## config.mk

```make
export PLATFORM = sky130hd
export DESIGN_NAME = hazard_ctrl
export DESIGN_NICKNAME = d
export VERILOG_FILES = /design/src/rtl/hazard_ctrl_pkg.sv /design/src/rtl/hazard_ctrl_sat_counter.sv /design/src/rtl/hazard_ctrl.sv
export SDC_FILE = /design/constraint.sdc
export NUM_CORES = 1
export LEC_CHECK = 0
export ABC_AREA = 0
export CORE_MARGIN = 1
export CORE_UTILIZATION = 35
export DETAILED_ROUTE_END_ITERATION = 7
export DONT_BUFFER_PORTS = 1
export PLACE_DENSITY = 0.56
export SLEW_MARGIN = 10
export SYNTH_ARGS = -nofsm -noshare
export SYNTH_HDL_FRONTEND = slang
export SYNTH_HIERARCHICAL = 1
export SYNTH_SLANG_ARGS = --single-unit
```

## constraint.sdc

```tcl
create_clock -name clk -period 3.9 [get_ports clk]
set_clock_uncertainty 0.05 [all_clocks]
set_input_delay 0.78 -clock clk [delete_from_list [all_inputs] [get_ports clk]]
set_output_delay 0.78 -clock clk [all_outputs]
set_load 0.05 [all_outputs]
```

## src/rtl/hazard_ctrl_pkg.sv

```systemverilog
// Shared pipeline definitions: hazard FSM state encoding, control bundle and
// the NOP instruction used when the pipeline inserts a bubble or flush.
package hazard_ctrl_pkg;

  typedef enum logic [1:0] {
    ST_RUN      = 2'd0,
    ST_MEM_WAIT = 2'd1,
    ST_ERR      = 2'd2
  } hz_state_e;

  // RV32I canonical NOP: addi x0, x0, 0
  localparam logic [31:0] NOP_INSTR = 32'h0000_0013;

  // Wide enough for the largest supported memory wait limit (255).
  localparam int WAIT_W = 8;

  typedef struct packed {
    logic pipe_freeze;
    logic pc_stall;
    logic if_id_stall;
    logic id_ex_bubble;
    logic if_id_flush;
  } hz_ctrl_t;

  function automatic hz_ctrl_t freeze_ctrl();
    hz_ctrl_t c;
    c             = '0;
    c.pipe_freeze = 1'b1;
    c.pc_stall    = 1'b1;
    c.if_id_stall = 1'b1;
    return c;
  endfunction

endpackage

```

## src/rtl/hazard_ctrl_sat_counter.sv

```systemverilog
// Saturating up-counter: increments on inc, sticks at all-ones.
module sat_counter #(
  parameter int W = 16
) (
  input  logic         clk,
  input  logic         rst,
  input  logic         inc,
  output logic [W-1:0] count
);

  logic [W-1:0] count_q;
  logic [W-1:0] count_d;

  always_comb begin
    count_d = count_q;
    if (inc && (count_q != '1)) count_d = count_q + W'(1);
  end

  always_ff @(posedge clk or posedge rst) begin
    if (rst) count_q <= '0;
    else     count_q <= count_d;
  end

  assign count = count_q;

endmodule

```

## src/rtl/hazard_ctrl.sv

```systemverilog
// Pipeline hazard controller: load-use stalls, taken-branch flushes and
// whole-pipeline freeze on data-memory waits with timeout into an error state.
module hazard_ctrl
  import hazard_ctrl_pkg::*;
#(
  parameter int WAIT_MAX = 15,
  parameter int CNT_W    = 16
) (
  input  logic             clk,
  input  logic             rst,
  input  logic [4:0]       id_rs1,
  input  logic [4:0]       id_rs2,
  input  logic             id_use_rs1,
  input  logic             id_use_rs2,
  input  logic [4:0]       ex_rd,
  input  logic             ex_RegWEn,
  input  logic             ex_MemRead,
  input  logic             ex_BrTaken,
  input  logic             mem_req,
  input  logic             mem_ack,
  input  logic             err_clr,
  output logic             pc_stall,
  output logic             if_id_stall,
  output logic             id_ex_bubble,
  output logic             if_id_flush,
  output logic             pipe_freeze,
  output logic             mem_err,
  output logic [CNT_W-1:0] stall_cnt
);

  localparam logic [WAIT_W-1:0] WAIT_LIM = WAIT_W'(WAIT_MAX);

  hz_state_e         state_q, state_d;
  logic [WAIT_W-1:0] wait_cnt_q, wait_cnt_d;
  logic              mem_err_q, mem_err_d;
  hz_ctrl_t          ctrl;
  logic              load_use;
  logic              mem_stall;

  assign load_use = ex_MemRead && ex_RegWEn && (ex_rd != 5'd0) &&
                    ((id_use_rs1 && (ex_rd == id_rs1)) ||
                     (id_use_rs2 && (ex_rd == id_rs2)));

  // A request acknowledged in the same cycle completes without freezing.
  assign mem_stall = mem_req && !mem_ack;

  // NOTE: every signal assigned here gets a default first, so no path through
  // the case/if tree can leave one unassigned and infer a latch.
  always_comb begin
    state_d    = state_q;
    wait_cnt_d = wait_cnt_q;
    ctrl       = '0;

    unique case (state_q)
      ST_RUN: begin
        if (mem_stall) begin
          ctrl       = freeze_ctrl();
          state_d    = ST_MEM_WAIT;
          wait_cnt_d = WAIT_W'(1);
        end else if (ex_BrTaken) begin
          // Branch flush wins over load-use: the stalled instruction is wrong-path.
          ctrl.if_id_flush  = 1'b1;
          ctrl.id_ex_bubble = 1'b1;
        end else if (load_use) begin
          ctrl.pc_stall     = 1'b1;
          ctrl.if_id_stall  = 1'b1;
          ctrl.id_ex_bubble = 1'b1;
        end
      end

      ST_MEM_WAIT: begin
        ctrl = freeze_ctrl();
        if (mem_ack) begin
          state_d    = ST_RUN;
          wait_cnt_d = '0;
        end else if (wait_cnt_q == WAIT_LIM) begin
          state_d = ST_ERR;
        end else begin
          wait_cnt_d = wait_cnt_q + WAIT_W'(1);
        end
      end

      ST_ERR: begin
        ctrl = freeze_ctrl();
        if (err_clr) begin
          state_d    = ST_RUN;
          wait_cnt_d = '0;
        end
      end

      default: begin
        state_d    = ST_RUN;
        wait_cnt_d = '0;
      end
    endcase

    // Controls must be quiet while reset is held, even mid-wait.
    if (rst) ctrl = '0;
  end

  assign mem_err_d = (state_d == ST_ERR);

  // NOTE: state flops use non-blocking assignments so every flop samples the
  // pre-edge values, independent of statement order.
  always_ff @(posedge clk or posedge rst) begin
    if (rst) begin
      state_q    <= ST_RUN;
      wait_cnt_q <= '0;
      mem_err_q  <= 1'b0;
    end else begin
      state_q    <= state_d;
      wait_cnt_q <= wait_cnt_d;
      mem_err_q  <= mem_err_d;
    end
  end

  assign pc_stall     = ctrl.pc_stall;
  assign if_id_stall  = ctrl.if_id_stall;
  assign id_ex_bubble = ctrl.id_ex_bubble;
  assign if_id_flush  = ctrl.if_id_flush;
  assign pipe_freeze  = ctrl.pipe_freeze;
  assign mem_err      = mem_err_q;

  sat_counter #(
    .W (CNT_W)
  ) u_stall_cnt (
    .clk   (clk),
    .rst   (rst),
    .inc   (ctrl.pc_stall),
    .count (stall_cnt)
  );

endmodule

```

**Word level (Yosys, flattened, before mapping)**

Cells that the tools add are included.

- Register bits: 27
- Latch bits: 0
- Bits in writable memories: 0
- Bits in read-only memories: 0
- Input bits: 25
- Output and inout bits: 22
- Word-level logic and storage cells: 47
- Memories: 0

- Add/subtract/negate cells: 2
- Multipliers: 0
- Div/mod/pow operators: 0
- Magnitude comparators: 0
- Eq/ne operators: 10
- Shifts and indexed selects: 0
- Mux-type cells: 18
- Bitwise logic cells: 0
- Reduce and logical (&&, ||, !) cells: 13

Operator list:

| cell | number |
|---|---|
| $mux 8 | 4 |
| $pmux 8 s3 | 1 |
| $add 16x1->16 const B | 1 |
| $ne 16x16->1 const B | 1 |
| $eq 5x5->1 | 2 |
| $mux 2 | 5 |
| $pmux 5 s2 | 1 |
| $add 8x1->8 const B | 1 |
| $eq 8x4->1 const B | 1 |
| $logic_and 1x1->1 | 7 |
| $pmux 2 s3 | 1 |
| $mux 5 | 1 |
| $reduce_bool 5->1 | 1 |
| $eq 2x2->1 const B | 2 |
| $mux 4 | 1 |
| $ne 2x2->1 const B | 2 |
| $mux 1 | 3 |
| $mux 3 | 1 |
| $ne 3x3->1 const B | 1 |
| $reduce_and 3->1 | 1 |
| $eq 2x1->1 const B | 1 |
| $logic_not 2->1 | 1 |
| $reduce_or 2->1 | 1 |
| $logic_not 1->1 | 1 |
| $logic_or 1x1->1 | 1 |

**Logic depth before layout (Yosys ltp)**

Gate-level depths: netlist of the first run.

- Depth after elaboration: 10
- Depth in mapped cells: 10
- Mapped depth without buffers: 10

**Modules after synthesis**

Netlist of the first run, hierarchy kept.

Modules (own cells, without submodules):

| module | times used | cells each | area each (um2) | sequential area each (um2) |
|---|---|---|---|---|
| hazard_ctrl | 1 | 95 | 867.1 | 275.3 |
| sat_counter | 1 | 71 | 805.8 | 400.4 |

**Worst setup path after synthesis of the first run**

No wires, ideal clock.

- Kind: in2out
- Start: input port mem_req
- End: output port pc_stall
- Arrival time: 3245 ps
- Required time: 3070 ps
- Setup slack: -175 ps
- Stages: 5
- Path buffers: 1
- Cell sequence: nor2b_2 -> a21oi_1 -> nor3_1 -> o21bai_1 -> buf_4

- Word-level cells in the longest chain between the ends: 4

RTL lines:

| element | line | text |
|---|---|---|
| from (decl) | hazard_ctrl.sv:19 | `input logic mem_req,` |
| $logic_and 1x1->1 | hazard_ctrl.sv:45 | `assign mem_stall = mem_req && !mem_ack;` |
| $mux 4 | hazard_ctrl.sv:56 | `if (mem_stall) begin` |
| $pmux 5 s2 | hazard_ctrl.sv:54 | `unique case (state_q)` |
| $mux 5 | hazard_ctrl.sv:98 | `if (rst) ctrl = '0;` |
| to (decl) | hazard_ctrl.sv:22 | `output logic pc_stall,` |

No other way between the ends.

**Worst setup path in the final report of the first run**

- Start: register state_q[0]
- End: output port pc_stall

- Word-level cells in the longest chain between the ends: 4
- Elaborated cells between the ends (all ways): 6
- Classes of those cells: 2 x eq/ne; 2 x mux; 2 x reduce/logical

RTL lines:

| element | line | text |
|---|---|---|
| from (decl) | hazard_ctrl.sv:33 | `hz_state_e state_q, state_d;` |
| from (signal assigned) | hazard_ctrl.sv:111 | `state_q <= state_d;` |
| $eq 2x2->1 / $eq 2x1->1 (equally long branches) | hazard_ctrl.sv:54 |  |
| $reduce_or 2->1 (no source line) | - |  |
| $pmux 5 s2 (*) | hazard_ctrl.sv:54 |  |
| $mux 5 (*) | hazard_ctrl.sv:98 |  |

Mark *: on every way between the ends. The rest lies on a longest branch, timed or not.

==> qor.yml, run 1 <==
synth:
  synth_nets: 197
  seq_area_frac_synth: 0.4039
  synth.cell_area_um2: 1673
  syn_inst: 166
  synth_cell_types: 46
  avgSynthCellArea_um2: 10.08
  synth_area_leaders: "dfrtp_1 (40%), xnor2_1 (6.8%), ha_1 (4.5%), xor2_1 (4.2%), or4_1 (3.6%)"
  ys_warn_count: 6
  yosys_register_bits: 27
  synth_top_area_frac: 0.4039
  synth_flop_cell: "dfrtp_1"
  async_flop_share: 1.000
  synth_area_leader_cell: "dfrtp_1"
  synth_edf_count: 0
place:
  dp_hpwl_um: 2698
  dp_cells: 220
  routabilityCongestion: 0.8237
  pre_cts_ws_ns: 0.8774
  portBuffers: 0
sta:
  timing.final.max_slew_violations: 0
  hold_viol_final: 0
  fin_crit_ns: 3.296
  fmax_mhz: 303.4
  finalSetupViolations: 0
  fin_crit_sh: 0.8452
  fin_tns_setup_ns: 0
  setup_slack_ns: 0.6035
  relSlewSlack: 0.5696
  tightest_slew_ns: 0.6456
  rsz0062_at_grt: "false"
pwr:
  p_comb_frac: 0.295
  power.ir.vdd_worst_mv: 0.1668
  power_leakage_uw: 0.0007579
  intPower_uw: 505.2
  p_sw_uw: 431.0
  p_seq_frac: 0.526
  swShare: 0.4604
  p_per_area_nw_per_um2: 515.0
  p_clk_frac: 0.178
  p_total_uw: 936.2
global_route:
  grtUsageTotal: 0.1432
  antenna_found_initial: 0
  grt.overflow.total: 0
  grt_pass1_wl_um: 5616
  grt_pass1_vias: 1195
  grt_max_degree: 17
die:
  rows: 24
  dieArea_um2: 5060
  die_y_um: 71.14
  initial_core_util: 0.3739
  core_um2: 4474
  fp.dieW_um: 71.14
  io_pins: 47
setup_path:
  r2r_slack_ns: 0.98
  crit_fanout: 6
  cp-start-kind: "flop"
  critPathKind: "flop to output pin"
  arrival_ns: 2.47
  crit_path_end_kind: "output pin"
  crit_required_ns: 3.07
clock_tree:
  tritoncts: "done"
  cts.path.max_buffers: 2
  path_clk_slew_ns: 0.10
  cts_resized: 0
  clock_sinks: 27
  cts_setup_buffers: 0
  cts_buffers: 3
  clock_latency_ns: 0.28
  cts_hold_buf: 0
  htreeDepth: 1
  root_buffer: "clkbuf_8"
layout:
  multi_input_area_um2: 975.9
  layout_common_cells: "dfrtp_1 (27), xnor2_1 (13), nand3_1 (10), a21oi_1 (10), nand2_1 (10)"
  drive_gt1_frac: 0.1512
  stdcell_count: 224
  fill_cells: 447
  final_common_cell: "dfrtp_1"
  antenna_cells: 0
  fin_nets: 204
  regArea_um2: 675.6
  area_delta_synth_final_pct: 8.676
worst_hold_path:
  hp-class: "input port to asynchronous set/reset pin"
routing:
  route.detailed.drc: 7
  wl_per_cell_um: 15.52
  drt-total-wl_um: 3477
  ant_nets: 0
  vias: 1300
  dr.pass1.iters: 6
  first_iter_violations: 63
  avgViaCountPerCell: 5.804
flow_run:
  maxCapViolCount: 0
status:
  status: "complete, but fails checks"
  failed_checks: "DRC"
synthesized netlist by cell type, types with 3 or more instances:
library cell,number
inv_1,6
o31ai_1,6
xor2_1,8
nand4_1,6
nor2_1,6
ha_1,6
dfrtp_1,27
o21ai_0,5
nand3_1,10
xnor2_1,13
and4_1,3
nor3_1,3
and3_1,4
a21oi_1,10
or4_1,8
nand2_1,10
power by group through the flow:
stage          Clock (uW)  Sequential [uW]  Combinational, uW
2_1_floorplan           0              479                232
3_3_place_gp            0              495                271
3_5_place_dp            0              498                277
4_1_cts               172              492                280
5_1_grt               184              503                306
6_report              167              493                276
cells by family after synthesis:
group           after synthesis  synth area share
compound gates               30            0.1159
buf+inv                       8           0.02094
fa+ha+maj                     6           0.04488
xor+xnor                     21            0.1099
simple gates                 70            0.2760
flops                        27            0.4039
mux                           4           0.02842
path summary, 6_finish.rpt:
check	start	endpoint	cells after the start
setup reg to reg	state_q[0]$_DFF_PP0_	u_stall_cnt/count[14]$_DFFE_PP0P_	10
hold reg to reg	wait_cnt_q[7]$_DFFE_PP0P_	wait_cnt_q[7]$_DFFE_PP0P_	2
min in group clk	wait_cnt_q[7]$_DFFE_PP0P_	wait_cnt_q[7]$_DFFE_PP0P_	2
max in group asynchronous	rst	u_stall_cnt/count[11]$_DFFE_PP0P_	1
setup / recovery	state_q[0]$_DFF_PP0_	pc_stall	7
hold / removal	rst	mem_err$_DFF_PP0_	1
through the flow:
| step | utilization | instance area, um2 | hold slack (ns) |
|---|---|---|---|
| final | 0.4063 | 1818 | 0.3260 |
| after global routing | 0.4063 | 1818 | 0.3669 |
| after CTS | 0.4063 | 1818 | 0.3486 |
| after detailed placement | 0.3954 | 1769 | 0.4868 |
| after global placement | 0.3954 | 1769 | 0.4949 |
| after floorplan | - | 1678 | 0.4626 |
state kept, by name, summed over array words and instances (netlist names):
signal and count:
wait_cnt_q 8, mem_err 1, state_q 2, u_stall_cnt/count 16
critical path: stages, from the launching register on:
cell      delay [ns]
dfrtp_1         0.42
inv_1           0.10
ha_1            0.19
inv_1           0.11
or3_1           0.42
or4_1           0.43
o21bai_2        0.18
buf_4           0.35
cell type report:
cell class,count,share of cell area
clock buffer,3,0.02271
timing repair buffer,4,0.01652
inverter,6,0.01239
tap,52,0.03579
multi-input combinational,131,0.5368
sequential,27,0.3716
clock inverter,1,0.004129
metal layers:
layer	vias to the layer above	global-route usage	wire [um]
li1	631	-	-
met1	624	0.1839	1546
met2	41	0.2276	1670
met3	4	0.03134	211
met4	0	0.07333	48
met5	-	0	0
(Power assumes the default switching activity.)
==> run 2: changes to the inputs <==
Clock period 3.9 ns to 3.25 ns, I/O delays scaled along.
==> run 2 against run 1 <==
  * The flow still finishes with violations (DRC)
  * Die area unchanged
  * Worst hold slack worse by 0.13 ns
  * Cell count unchanged
  * Highest routed layer unchanged
==> qor.yml, run 2 (synthesis gave the netlist of run 1 again) <==
status:
  status: "complete, but fails checks"
  failed_checks: "DRC"
clock_tree:
  cts_hold_buf: 0
  clock_sinks: 27
  root_buffer: "clkbuf_8"
  cts_setup_buffers: 0
  htreeDepth: 1
  path_clk_slew_ns: 0.10
  cts_buffers: 3
  tritoncts: "done"
  clock_latency_ns: 0.28
  cts.path.max_buffers: 2
setup_path:
  crit_path_end_kind: "output pin"
  path_cells: "inv_1, ha_1, inv_1, or3_1, or4_1, o21bai_2, buf_12"
  max_stage_delay_ns: 0.43
  endpoint: "if_id_stall"
  crit_fanout: 6
  crit_required_ns: 2.55
  crit_slowest_cell: "dfrtp_1"
  r2r-end: "u_stall_cnt/count[14]$_DFFE_PP0P_"
  worstSetupStartpoint: "state_q[0]$_DFF_PP0_"
  arrival_ns: 2.44
  critPathKind: "flop to output pin"
  cp-start-kind: "flop"
  r2r_slack_ns: 0.28
  crit_top_cell: "inv_1"
  worstRegToRegCells: 10
  reg2reg_from: "state_q[0]$_DFF_PP0_"
routing:
  wl_per_cell_um: 15.60
  drt-total-wl_um: 3495
  dr.pass1.iters: 6
  first_iter_violations: 68
  vias: 1303
  route.detailed.drc: 8
  ant_nets: 0
  avgViaCountPerCell: 5.817
die:
  initial_core_util: 0.3739
  core_um2: 4474
  die_y_um: 71.14
  fp.dieW_um: 71.14
  io_pins: 47
  dieArea_um2: 5060
  rows: 24
pwr:
  p_seq_frac: 0.517
  p_sw_uw: 519.6
  power.ir.vdd_worst_mv: 0.3308
  p_clk_frac: 0.175
  p_per_area_nw_per_um2: 617.2
  p_comb_frac: 0.309
  power_leakage_uw: 0.0007646
  intPower_uw: 618.0
  swShare: 0.4568
layout:
  area_delta_synth_final_pct: 10.17
  antenna_cells: 0
  drive_gt1_frac: 0.1512
  layout.core_utilization: 0.4119
  fin_nets: 204
  layout_common_cells: "dfrtp_1 (27), xnor2_1 (13), nand3_1 (10), a21oi_1 (10), nand2_1 (10)"
  largest_reg_flops: 16
  final_common_cell: "dfrtp_1"
place:
  portBuffers: 0
  dp_hpwl_um: 2756
  routabilityCongestion: 0.7991
global_route:
  grt_pass1_wl_um: 5837
  grt.overflow.total: 0
  grt_max_degree: 17
  grtUsageTotal: 0.1457
  antenna_found_initial: 0
  grt_pass1_vias: 1284
flow_run:
  maxCapViolCount: 0
sta:
  fin_crit_ns: 3.135
  tightest_slew_ns: 0.6382
  fin_crit_sh: 0.9647
  hold_viol_final: 0
  finalSetupViolations: 0
  timing.final.max_slew_violations: 0
  rsz0062_at_grt: "false"
  fin_tns_setup_ns: 0
  fmax_mhz: 319.0
  relSlewSlack: 0.5745
worst_hold_path:
  hp-class: "input port to asynchronous set/reset pin"
==> run 2: changes by cell type in the layout (fill, tap and decap cells not counted) <==
cell    change
buf_12      +2
buf_4       -2
==> run 2: layout make-up <==
type                    instances  area (um2)
clock buffers                   3       41.29
fillers                       417        2631
inverters                       6       22.52
well taps                      52       65.06
flip-flops and latches         27       675.6
repair buffers                  4       55.05
clock inverters                 1       7.507
multi-input cells             131       975.9
==> run 2: timing repair <==
item,CTS,global route
endpoints found under the setup margin,0,2
endpoints found under the hold margin,0,0
gates resized for setup,0,3
==> run 2: worst max-delay path, delay by kind of cell, from the launching register on <==
family	cells	cell delay (ns)
AND/OR/NAND/NOR	2	0.86
buffers and inverters	3	0.44
flip-flops	1	0.43
AO/OA/AOI/OAI	1	0.22
adder cells (fa/ha/maj)	1	0.20
==> run 2: worst min path at each step <==
stage	cells past startpoint	slack [ns]	from	endpoint
final	1	0.20	rst	wait_cnt_q[0]$_DFFE_PP0P_
after global routing	1	0.22	rst	wait_cnt_q[0]$_DFFE_PP0P_
after CTS	1	0.21	rst	wait_cnt_q[0]$_DFFE_PP0P_
after detailed placement	2	0.50	wait_cnt_q[7]$_DFFE_PP0P_	wait_cnt_q[7]$_DFFE_PP0P_
after global placement	2	0.50	wait_cnt_q[7]$_DFFE_PP0P_	wait_cnt_q[7]$_DFFE_PP0P_
after floorplan	1	0.45	rst	mem_err$_DFF_PP0_
==> run 2: per-stage QoR <==
step	hold WS [ns]	std cells	total power (uW)	setup WS (ns)	area, um2
2_1_floorplan	0.4524	166	855.0	0.04922	1687
3_3_place_gp	0.4961	220	921.8	0.4506	1782
3_5_place_dp	0.5044	220	937.5	0.3466	1782
4_1_cts	0.2119	224	1135	0.03304	1831
5_1_grt	0.2237	224	1216	0.003461	1843
6_report	0.1987	224	1138	0.1149	1843
==> run 2: layer usage <==
| layer | part of all wire | routed length [um] | GRT usage | vias to the layer above |
|---|---|---|---|---|
| li1 | - | - | - | 626 |
| met1 | 0.44 | 1534 | 0.1704 | 631 |
| met2 | 0.48 | 1671 | 0.2511 | 42 |
| met3 | 0.074 | 260 | 0.05840 | 4 |
| met4 | 0.0083 | 29 | 0.03333 | 0 |
| met5 | 0 | 0 | 0 | - |
==> run 2: power by group through the flow <==
stage	clock network [uW]	registers, uW	logic [uW]
6_report	199	588	351
3_3_place_gp	0	592	329
3_5_place_dp	0	594	343
5_1_grt	217	603	396
4_1_cts	202	588	345
2_1_floorplan	0	575	280
==> run 3: changes to the inputs <==
Settings changed: CELL_PAD_IN_SITES_DETAIL_PLACEMENT set to 1, CELL_PAD_IN_SITES_GLOBAL_PLACEMENT set to 2, PLACE_DENSITY 0.56 to 0.72.
==> run 3 against run 2 <==
  * The run still ends with DRC left
  * First-iteration DRC count is 15% lower
  * Global-route usage increased by 3.0 points
  * Total power is 2.4% higher
  * Combinational power is 5% higher
  * Clock power about the same
  * Core utilization grew 0.62 points
  * Critical path type unchanged
==> qor.yml, run 3 (synthesis gave the netlist of run 1 again) <==
layout:
  fin_nets: 205
  postLayoutCellArea_um2: 1871
  area_delta_synth_final_pct: 11.82
  final_common_cell: "dfrtp_1"
  largest_reg_flops: 16
  drive_gt1_frac: 0.1850
  layout_common_cells: "dfrtp_1 (27), xnor2_1 (13), a21oi_1 (10), nand2_1 (10), nand3_1 (9)"
  antenna_cells: 0
setup_path:
  crit_required_ns: 2.55
  path_cells: "inv_1, ha_1, inv_2, or3_1, or4_4, o21bai_4, buf_12"
  cp-start-kind: "flop"
  crit_fanout: 6
  max_stage_delay_ns: 0.45
  arrival_ns: 2.39
  critPathKind: "flop to output pin"
  crit_slowest_cell: "or4_4"
  crit_path_end_kind: "output pin"
sta:
  fin_tns_setup_ns: 0
  relSlewSlack: 0.5666
  hold_ws_ns: 0.2047
  timing.final.max_slew_violations: 0
  hold_viol_final: 0
  fmax_mhz: 323.6
  fin_crit_ns: 3.090
  setup_slack_ns: 0.1601
  rsz0062_at_grt: "false"
  fin_crit_sh: 0.9507
  finalSetupViolations: 0
  tightest_slew_ns: 0.6502
routing:
  route.detailed.drc: 7
  first_iter_violations: 58
  ant_nets: 0
  drt-total-wl_um: 3988
  wl_per_cell_um: 17.72
  dr.pass1.iters: 6
  avgViaCountPerCell: 5.924
  vias: 1333
place:
  routabilityCongestion: 0.8294
  pre_cts_ws_ns: 0.1984
  place_area_um2: 1789
  portBuffers: 0
  dp_hpwl_um: 3034
pwr:
  p_total_uw: 1165
  power.ir.vdd_worst_mv: 0.3122
  power_leakage_uw: 0.0007697
  p_per_area_nw_per_um2: 622.6
die:
  rows: 24
  dieArea_um2: 5060
  die_y_um: 71.14
  core_um2: 4474
  fp.dieW_um: 71.14
  io_pins: 47
  initial_core_util: 0.3739
clock_tree:
  root_buffer: "clkbuf_8"
  clock_latency_ns: 0.28
  htreeDepth: 1
  cts.path.max_buffers: 2
  cts_resized: 0
  cts_buffers: 3
  cts_hold_buf: 0
  path_clk_slew_ns: 0.09
  cts_setup_buffers: 0
  tritoncts: "done"
  clock_sinks: 27
status:
  status: "complete, but fails checks"
  failed_checks: "DRC"
global_route:
  grtUsageTotal: 0.1756
  grt_max_degree: 17
  grt_pass1_vias: 1414
  grt_pass1_wl_um: 6955
  grt.overflow.total: 0
  antenna_found_initial: 0
worst_hold_path:
  hp-class: "input port to asynchronous set/reset pin"
flow_run:
  maxCapViolCount: 0
[run 3: cell types whose count changed in the layout (fill, tap and decap cells not counted)]
cell / previous run / this run
and4_1: 3 / 2
and4_2: 1 / 2
buf_4: 2 / 3
inv_1: 6 / 5
inv_2: 0 / 1
nand3_1: 10 / 9
nand3_2: 0 / 1
nor2_1: 6 / 5
nor2_2: 1 / 2
o21bai_2: 1 / 0
o21bai_4: 0 / 1
or4_1: 8 / 7
or4_4: 1 / 2
[run 3: critical path: cells and delay by family (launching register included)]
kind,cells,cell delay [ns]
AO/OA/AOI/OAI,1,0.22
adder cells (fa/ha/maj),1,0.21
buffers and inverters,3,0.37
flip-flops,1,0.42
AND/OR/NAND/NOR,2,0.88
[run 3: metrics by stage]
step                      utilization  std cells
after detailed placement       0.3999        221
after CTS                      0.4108        225
after floorplan                     -        166
after global routing           0.4181        225
after global placement         0.3999        221
final                          0.4181        225
[run 3: worst paths after layout]
path | start | endpoint | slack, ns | cells after the start
min in group clk | wait_cnt_q[7]$_DFFE_PP0P_ | wait_cnt_q[7]$_DFFE_PP0P_ | 0.52 | 2
max in group asynchronous | rst | u_stall_cnt/count[1]$_DFFE_PP0P_ | 2.47 | 1
worst max register to register | state_q[0]$_DFF_PP0_ | u_stall_cnt/count[13]$_DFFE_PP0P_ | 0.24 | 11
worst min register to register | wait_cnt_q[7]$_DFFE_PP0P_ | wait_cnt_q[7]$_DFFE_PP0P_ | 0.52 | 2
worst max-delay path | state_q[0]$_DFF_PP0_ | pc_stall | 0.16 | 7
worst min-delay path | rst | state_q[0]$_DFF_PP0_ | 0.20 | 1
[run 3: layout make-up]
type                    count  area, um2
well taps                  52      65.06
multi-input cells         131      996.0
clock buffers               3      41.29
fillers                   508       2604
repair buffers              5      62.56
clock inverters             1      7.507
flip-flops and latches     27      675.6
inverters                   6      22.52
[run 3: power by group]
part / switching (uW) / internal [uW] / total, uW / leakage [uW]
logic: 217 / 152 / 369 / 0.000386
registers: 208 / 387 / 595 / 0.000362
clock network: 113 / 87.3 / 200 / 0.0000217
[run 3: metal layers]
layer | up-vias | GRT usage | wire [um]
li1 | 631 | - | -
met1 | 657 | 0.2286 | 1768
met2 | 39 | 0.2970 | 1957
met3 | 6 | 0.03134 | 216
met4 | 0 | 0.05556 | 46
met5 | - | 0 | 0
==> patch 1 (flow settings as in run 2) <==
The parameter `CNT_W` goes from 16 to 12.
--- a/src/rtl/hazard_ctrl.sv
+++ b/src/rtl/hazard_ctrl.sv
@@ -5,5 +5,5 @@
 #(
   parameter int WAIT_MAX = 15,
-  parameter int CNT_W    = 16
+  parameter int CNT_W    = 12
 ) (
   input  logic             clk,
Interface: changed (resized stall_cnt); port bits go from 47 to 43. No check against the original RTL was run, so the function may have changed too.
==> patch 1 against run 2 <==
- setup slack worse by 21 ps
- sequential cell count is 4 lower
- wire length is 2.5% lower
- worst hold slack better by 23 ps
- synthesized cell count is 5.4% lower
- maximum frequency is 0.67% lower
- clock power is 12% lower
- total power is 7.7% higher
- synthesized area is 7.9% lower
- global-route usage is 0.74 points higher
- design area is 6.2% lower
- combinational power is 30% higher
- largest cell class unchanged
- largest power group unchanged
- highest routed layer unchanged
==> patch 1: results (changes against run 2) <==
stage,metric,value,unit,change
floorplanning,die-area,0.00467,mm2,-7.7%
placement,dp_hpwl,2640,um,-4.3%
power,cellLeakagePower,0.695,nW,-9.1%
synthesis,seq_area_frac_synth,37.4,%,-3.0 points
routing,vias_per_cell,6.01,,+3.3%
cells_and_area,drive_above_1_share,19.3,%,+4.2 points
power,p_switching,0.607,mW,+17%
worst_setup_path,rr_endpoint,u_stall_cnt/count[11],,
outcome,outcome,finished clean,,
cells_and_area,fin_nets,198,,-2.9%
worst_setup_path,path_max_fanout,6,,unchanged
cts,cts_made_buffers,3,,unchanged
global_routing,grt_pass1_vias,1260,,-1.9%
worst_setup_path,crit_family,simple AND/OR/NAND/NOR gates,,
worst_setup_path,cp.arrival,2460,ps,+20 ps
worst_setup_path,reg2regPathDepth,10,,unchanged
synthesis,synth_area_leaders,"dfrtp_1 37%, ha_1 4.9%, xor2_1 4.5%",,
routing,drt-initial-drc-count,146,,+110%
global_routing,grt_pass1_wl,5430,um,-7.0%
worst_setup_path,max_stage_delay,430,ps,about the same
placement,routabilityCongestion,0.819,,+2.5%
worst_setup_path,r2r_start,state_q[0],,
cells_and_area,nFillCells,406,,-2.6%
cells_and_area,largest_reg_flops,12,,-4
cts,clkTransAtPathRegs,80,ps,-20 ps
routing,first_pass_iters,4,,-2
power,peakVddDrop,243,uV,-26%
global_routing,grtUsageTotal,15.3,%,+0.74 points
worst_setup_path,critPathSlowestCell,or4_1,,
cts,cts_root_buf,clkbuf_8,,
global_routing,antenna_found_initial,0,,unchanged
placement,numPortBuffers,0,,unchanged
placement,postPlaceCellArea,0.00167,mm2,-6.3%
cts,clkLatencyLatePin,260,ps,-20 ps
synthesis,yosysUniqueCellTypes,48,,+4.3%
synthesis,synthFlopType,dfrtp_1,,
routing,avgRoutedWirePerCell,15.8,um,+1.1%
synthesis,synth_nets,188,,-4.6%
sta,max-slew-margin-rel,54.3,%,-3.1 points
global_routing,grt_start_max_net_pins,15,,-2
sta,holdWs,221,ps,+22.6 ps
synthesis,yosys-top-cells-count,"23 x dfrtp_1, 12 x nand2_1, 10 x a21oi_1",,
min_path,hp-class,input port to async pin,,
## patch 1: power by group through the flow
stage / Clock (mW) / Combinational [mW] / Sequential (mW)
floorplan: 0 / 0.320 / 0.598
global placement: 0 / 0.434 / 0.593
detailed placement: 0 / 0.440 / 0.597
CTS: 0.182 / 0.444 / 0.592
global route: 0.197 / 0.502 / 0.612
finish: 0.175 / 0.456 / 0.593
## patch 1: cells by family (layout without fill, tap and decap cells)
| family | Yosys count | in the layout | synth area share, % |
|---|---|---|---|
| simple gates | 64 | 64 | 26.8 |
| compound gates | 38 | 38 | 17.3 |
| mux | 6 | 6 | 4.87 |
| fa+ha+maj | 6 | 6 | 4.87 |
| xor+xnor | 11 | 11 | 6.26 |
| buf+inv | 9 | 18 | 2.52 |
| flops | 23 | 23 | 37.4 |
## patch 1: worst max path at each step
stage          startpoint  cells past startpoint  slack, ps                     to
6_report       state_q[0]                      8         90            if_id_stall
5_1_grt        state_q[0]                      8        -10            if_id_stall
4_1_cts        state_q[0]                      8          6            if_id_stall
3_5_place_dp   state_q[0]                     10        270  u_stall_cnt/count[11]
3_3_place_gp   state_q[0]                     10        380  u_stall_cnt/count[11]
2_1_floorplan  state_q[0]                      9        -40  u_stall_cnt/count[10]
## patch 1: cell type report
cell class	instances	area [um2]	area share (%)
Multi-Input combinational cell	125	942	54.5
Sequential cell	23	576	33.3
Inverter	7	26.3	1.52
Clock buffer	4	45.0	2.61
Timing Repair Buffer	7	76.3	4.42
Tap cell	50	62.6	3.62
## patch 1: what timing repair did
action | in CTS | in global routing
setup endpoints to repair | 0 | 1
resized for setup | 0 | 5
buffers inserted | 0 | 0
## patch 1: through the flow
step           TNS (ps)  worst slack (ps)  utilization [%]  cells
6_report              0              93.8             42.0    216
3_5_place_dp          0               271             40.6    212
2_1_floorplan     -35.8             -35.8                -    157
5_1_grt           -10.5             -10.5             42.0    216
4_1_cts               0              5.59             41.7    216
3_3_place_gp          0               385             40.6    212
## patch 1: metal layers
| layer | GRT usage (%) | wire length [um] | part of all wire [%] | up-vias |
|---|---|---|---|---|
| met4 | 5.73 | 17 | 0.50 | 0 |
| met5 | 0 | 0 | 0 | - |
| met1 | 18.8 | 1480 | 43 | 631 |
| li1 | - | - | - | 619 |
| met3 | 2.83 | 192 | 5.6 | 2 |
| met2 | 26.3 | 1720 | 50 | 46 |
## patch 1: worst register-to-register path, stage by stage (launching register included)
cell	delay [ps]
dfrtp_1	420
inv_1	110
ha_2	210
inv_2	70
or3_1	410
or4_1	430
o21bai_2	240
buf_6	160
nand3_1	100
nor4_1	300
mux2_2	370
==> patch 2 (config.mk and constraints of run 2) <==
Made on the original files. Make the reset (`rst`) synchronous in 2 clocked blocks.
--- a/src/rtl/hazard_ctrl_sat_counter.sv
+++ b/src/rtl/hazard_ctrl_sat_counter.sv
@@ -17,5 +17,5 @@
   end
 
-  always_ff @(posedge clk or posedge rst) begin
+  always_ff @(posedge clk) begin
     if (rst) count_q <= '0;
     else     count_q <= count_d;
--- a/src/rtl/hazard_ctrl.sv
+++ b/src/rtl/hazard_ctrl.sv
@@ -103,5 +103,5 @@
   // NOTE: state flops use non-blocking assignments so every flop samples the
   // pre-edge values, independent of statement order.
-  always_ff @(posedge clk or posedge rst) begin
+  always_ff @(posedge clk) begin
     if (rst) begin
       state_q    <= ST_RUN;
Formal check against the unedited RTL: differs if rst is asserted again (counterexample within 4 cycles, from zero or initial values and one cycle with rst high); with rst held inactive, the same outputs for 10 cycles.
==> patch 2 against run 2 <==
- sequential cell count is the same
- highest routed layer unchanged
- design area shrank 0.41%
- critical path type unchanged
- wire length grew 9.8%
- first-iteration DRC count grew 21%
- synthesized area grew 0.97%
- setup slack gained 340 ps
- die area grew 0.94%
- count of clock-buffer cells in the layout grew 1
- worst hold slack gained 180 ps
Power is not compared: it rests on default switching activity, and its combinational part moved more than twofold at a synthesized area within 25%.
==> patch 2: results (changes against run 2) <==
stage,metric,value,unit,change
synthesis,synth_cells,197,,+19%
min_path,hp-class,input port to register,,
synthesis,yosysUniqueCellTypes,51,,+11%
placement,dp_hpwl,2840,um,+3.2%
routing,route.met3.wl,166,um,-36%
synthesis,ys_warn_count,6,,unchanged
routing,drt-initial-drc-count,82,,+21%
synthesis,synthFlopType,dfxtp_1,,
min_path,whs_path_depth,1,,
placement,postPlaceCellArea,0.00179,mm2,+0.49%
cts,cts_made_buffers,3,,unchanged
synthesis,seq_area_frac_synth,32.0,%,-8.4 points
cells_and_area,drive_above_1_share,10.8,%,-4.3 points
cells_and_area,nFillCells,466,,+12%
routing,first_pass_iters,4,,-2
outcome,outcome,finished clean,,
cells_and_area,largest_reg_flops,16,,unchanged
power,cellLeakagePower,0.599,nW,
global_routing,grt_pass1_wl,6570,um,+13%
placement,placedCellCount,251,,+14%
cts,clkLatencyLatePin,280,ps,about the same
global_routing,grtUsageTotal,16.1,%,+1.6 points
routing,wl_met2,1720,um,+2.8%
placement,post-place-ws,540,ps,+193 ps
synthesis,ys_async_sr_fraction,0,%,-100 points
worst_setup_path,reg2regPathDepth,9,,-1
cts,clkTransAtPathRegs,100,ps,about the same
synthesis,synth_nets,228,,+16%
cts,ctsResizeCount,0,,unchanged
sta,tightest_slew,801,ps,+163 ps
cts,cts_setup_buffers,0,,unchanged
routing,m1WireLength,1880,um,+23%
worst_setup_path,cp.arrival,2100,ps,-340 ps
cts,ctsLongestPathBuffers,2,,unchanged
placement,numPortBuffers,0,,unchanged
placement,routabilityCongestion,0.798,,-0.18%
cells_and_area,stdcell_count,255,,+14%
global_routing,grt_start_max_net_pins,25,,+8
cells_and_area,fin_nets,235,,+15%
synthesis,yosys-top-cells-count,"27 x dfxtp_1, 17 x a21oi_1, 11 x nor2_1, 11 x or4_1, 10 x o31ai_1",,
cts,cts_root_buf,clkbuf_8,,
routing,vias_per_cell,5.96,,+2.4%
sta,setup_violations,0,,unchanged
global_routing,grt_pass1_vias,1448,,+13%
routing,avgRoutedWirePerCell,15.1,um,-3.5%
synthesis,synth_area_leaders,"dfxtp_1 32%, a21oi_1 5.0%, or4_1 4.9%",,
flow_run,cap_viol_max_count,0,,unchanged
power,peakVddDrop,145,uV,
patch 2: cell count changes after synthesis, sizes merged, moves of 4 or more:
cell	run 2	this run
xnor2	13	5
inv	6	10
nor2	7	11
nor4	3	7
dfxtp	0	27
a21oi	10	17
o31ai	6	10
nor3	4	8
dfrtp	27	0
patch 2: kinds of logic after synthesis:
group	share of synthesized area (%)
buf+inv	3.85
fa+ha+maj	4.44
mux	1.26
flops	32.0
xor+xnor	6.74
simple gates	32.7
compound gates	19.0
patch 2: critical path, cell delays in order, from the launching register on:
cell	delay (ps)
dfxtp_1	340
inv_1	100
ha_1	270
inv_2	100
nor4_1	300
nand4_1	150
o21bai_2	210
buf_4	350
patch 2: metrics by stage:
stage                     utilization, %  hold WS (ps)
final                               40.8           379
after global placement              39.8           432
after CTS                           40.8           364
after detailed placement            39.8           441
after global routing                40.8           364
after floorplan                        -           414
patch 2: report_power, final:
group,switching (mW),internal [mW]
Combinational,0.0458,0.0264
Clock,0.112,0.0882
Sequential,0.00779,0.334
Total,0.165,0.449
patch 2: path summary, 6_finish.rpt:
check / startpoint / to / slack (ps)
setup reg to reg: state_q[0] / u_stall_cnt/count[11] / 660
setup / recovery: state_q[0] / if_id_stall / 450
hold / removal: rst / u_stall_cnt/count[6] / 380
hold reg to reg: wait_cnt_q[4] / wait_cnt_q[4] / 450
patch 2: cell type report:
class                           instances  area, um2  area share (%)
Multi-Input combinational cell        154       1090            59.2
Inverter                               10       37.5            2.04
Sequential cell                        27        541            29.4
Clock buffer                            4       45.0            2.45
Tap cell                               52       65.1            3.54
Timing Repair Buffer                    8       60.1            3.27
patch 2: routing by layer:
| layer | up-vias | track usage [%] |
|---|---|---|
| li1 | 770 | - |
| met4 | 0 | 7.19 |
| met1 | 700 | 21.9 |
| met3 | 5 | 1.97 |
| met5 | - | 0 |
| met2 | 44 | 25.8 |
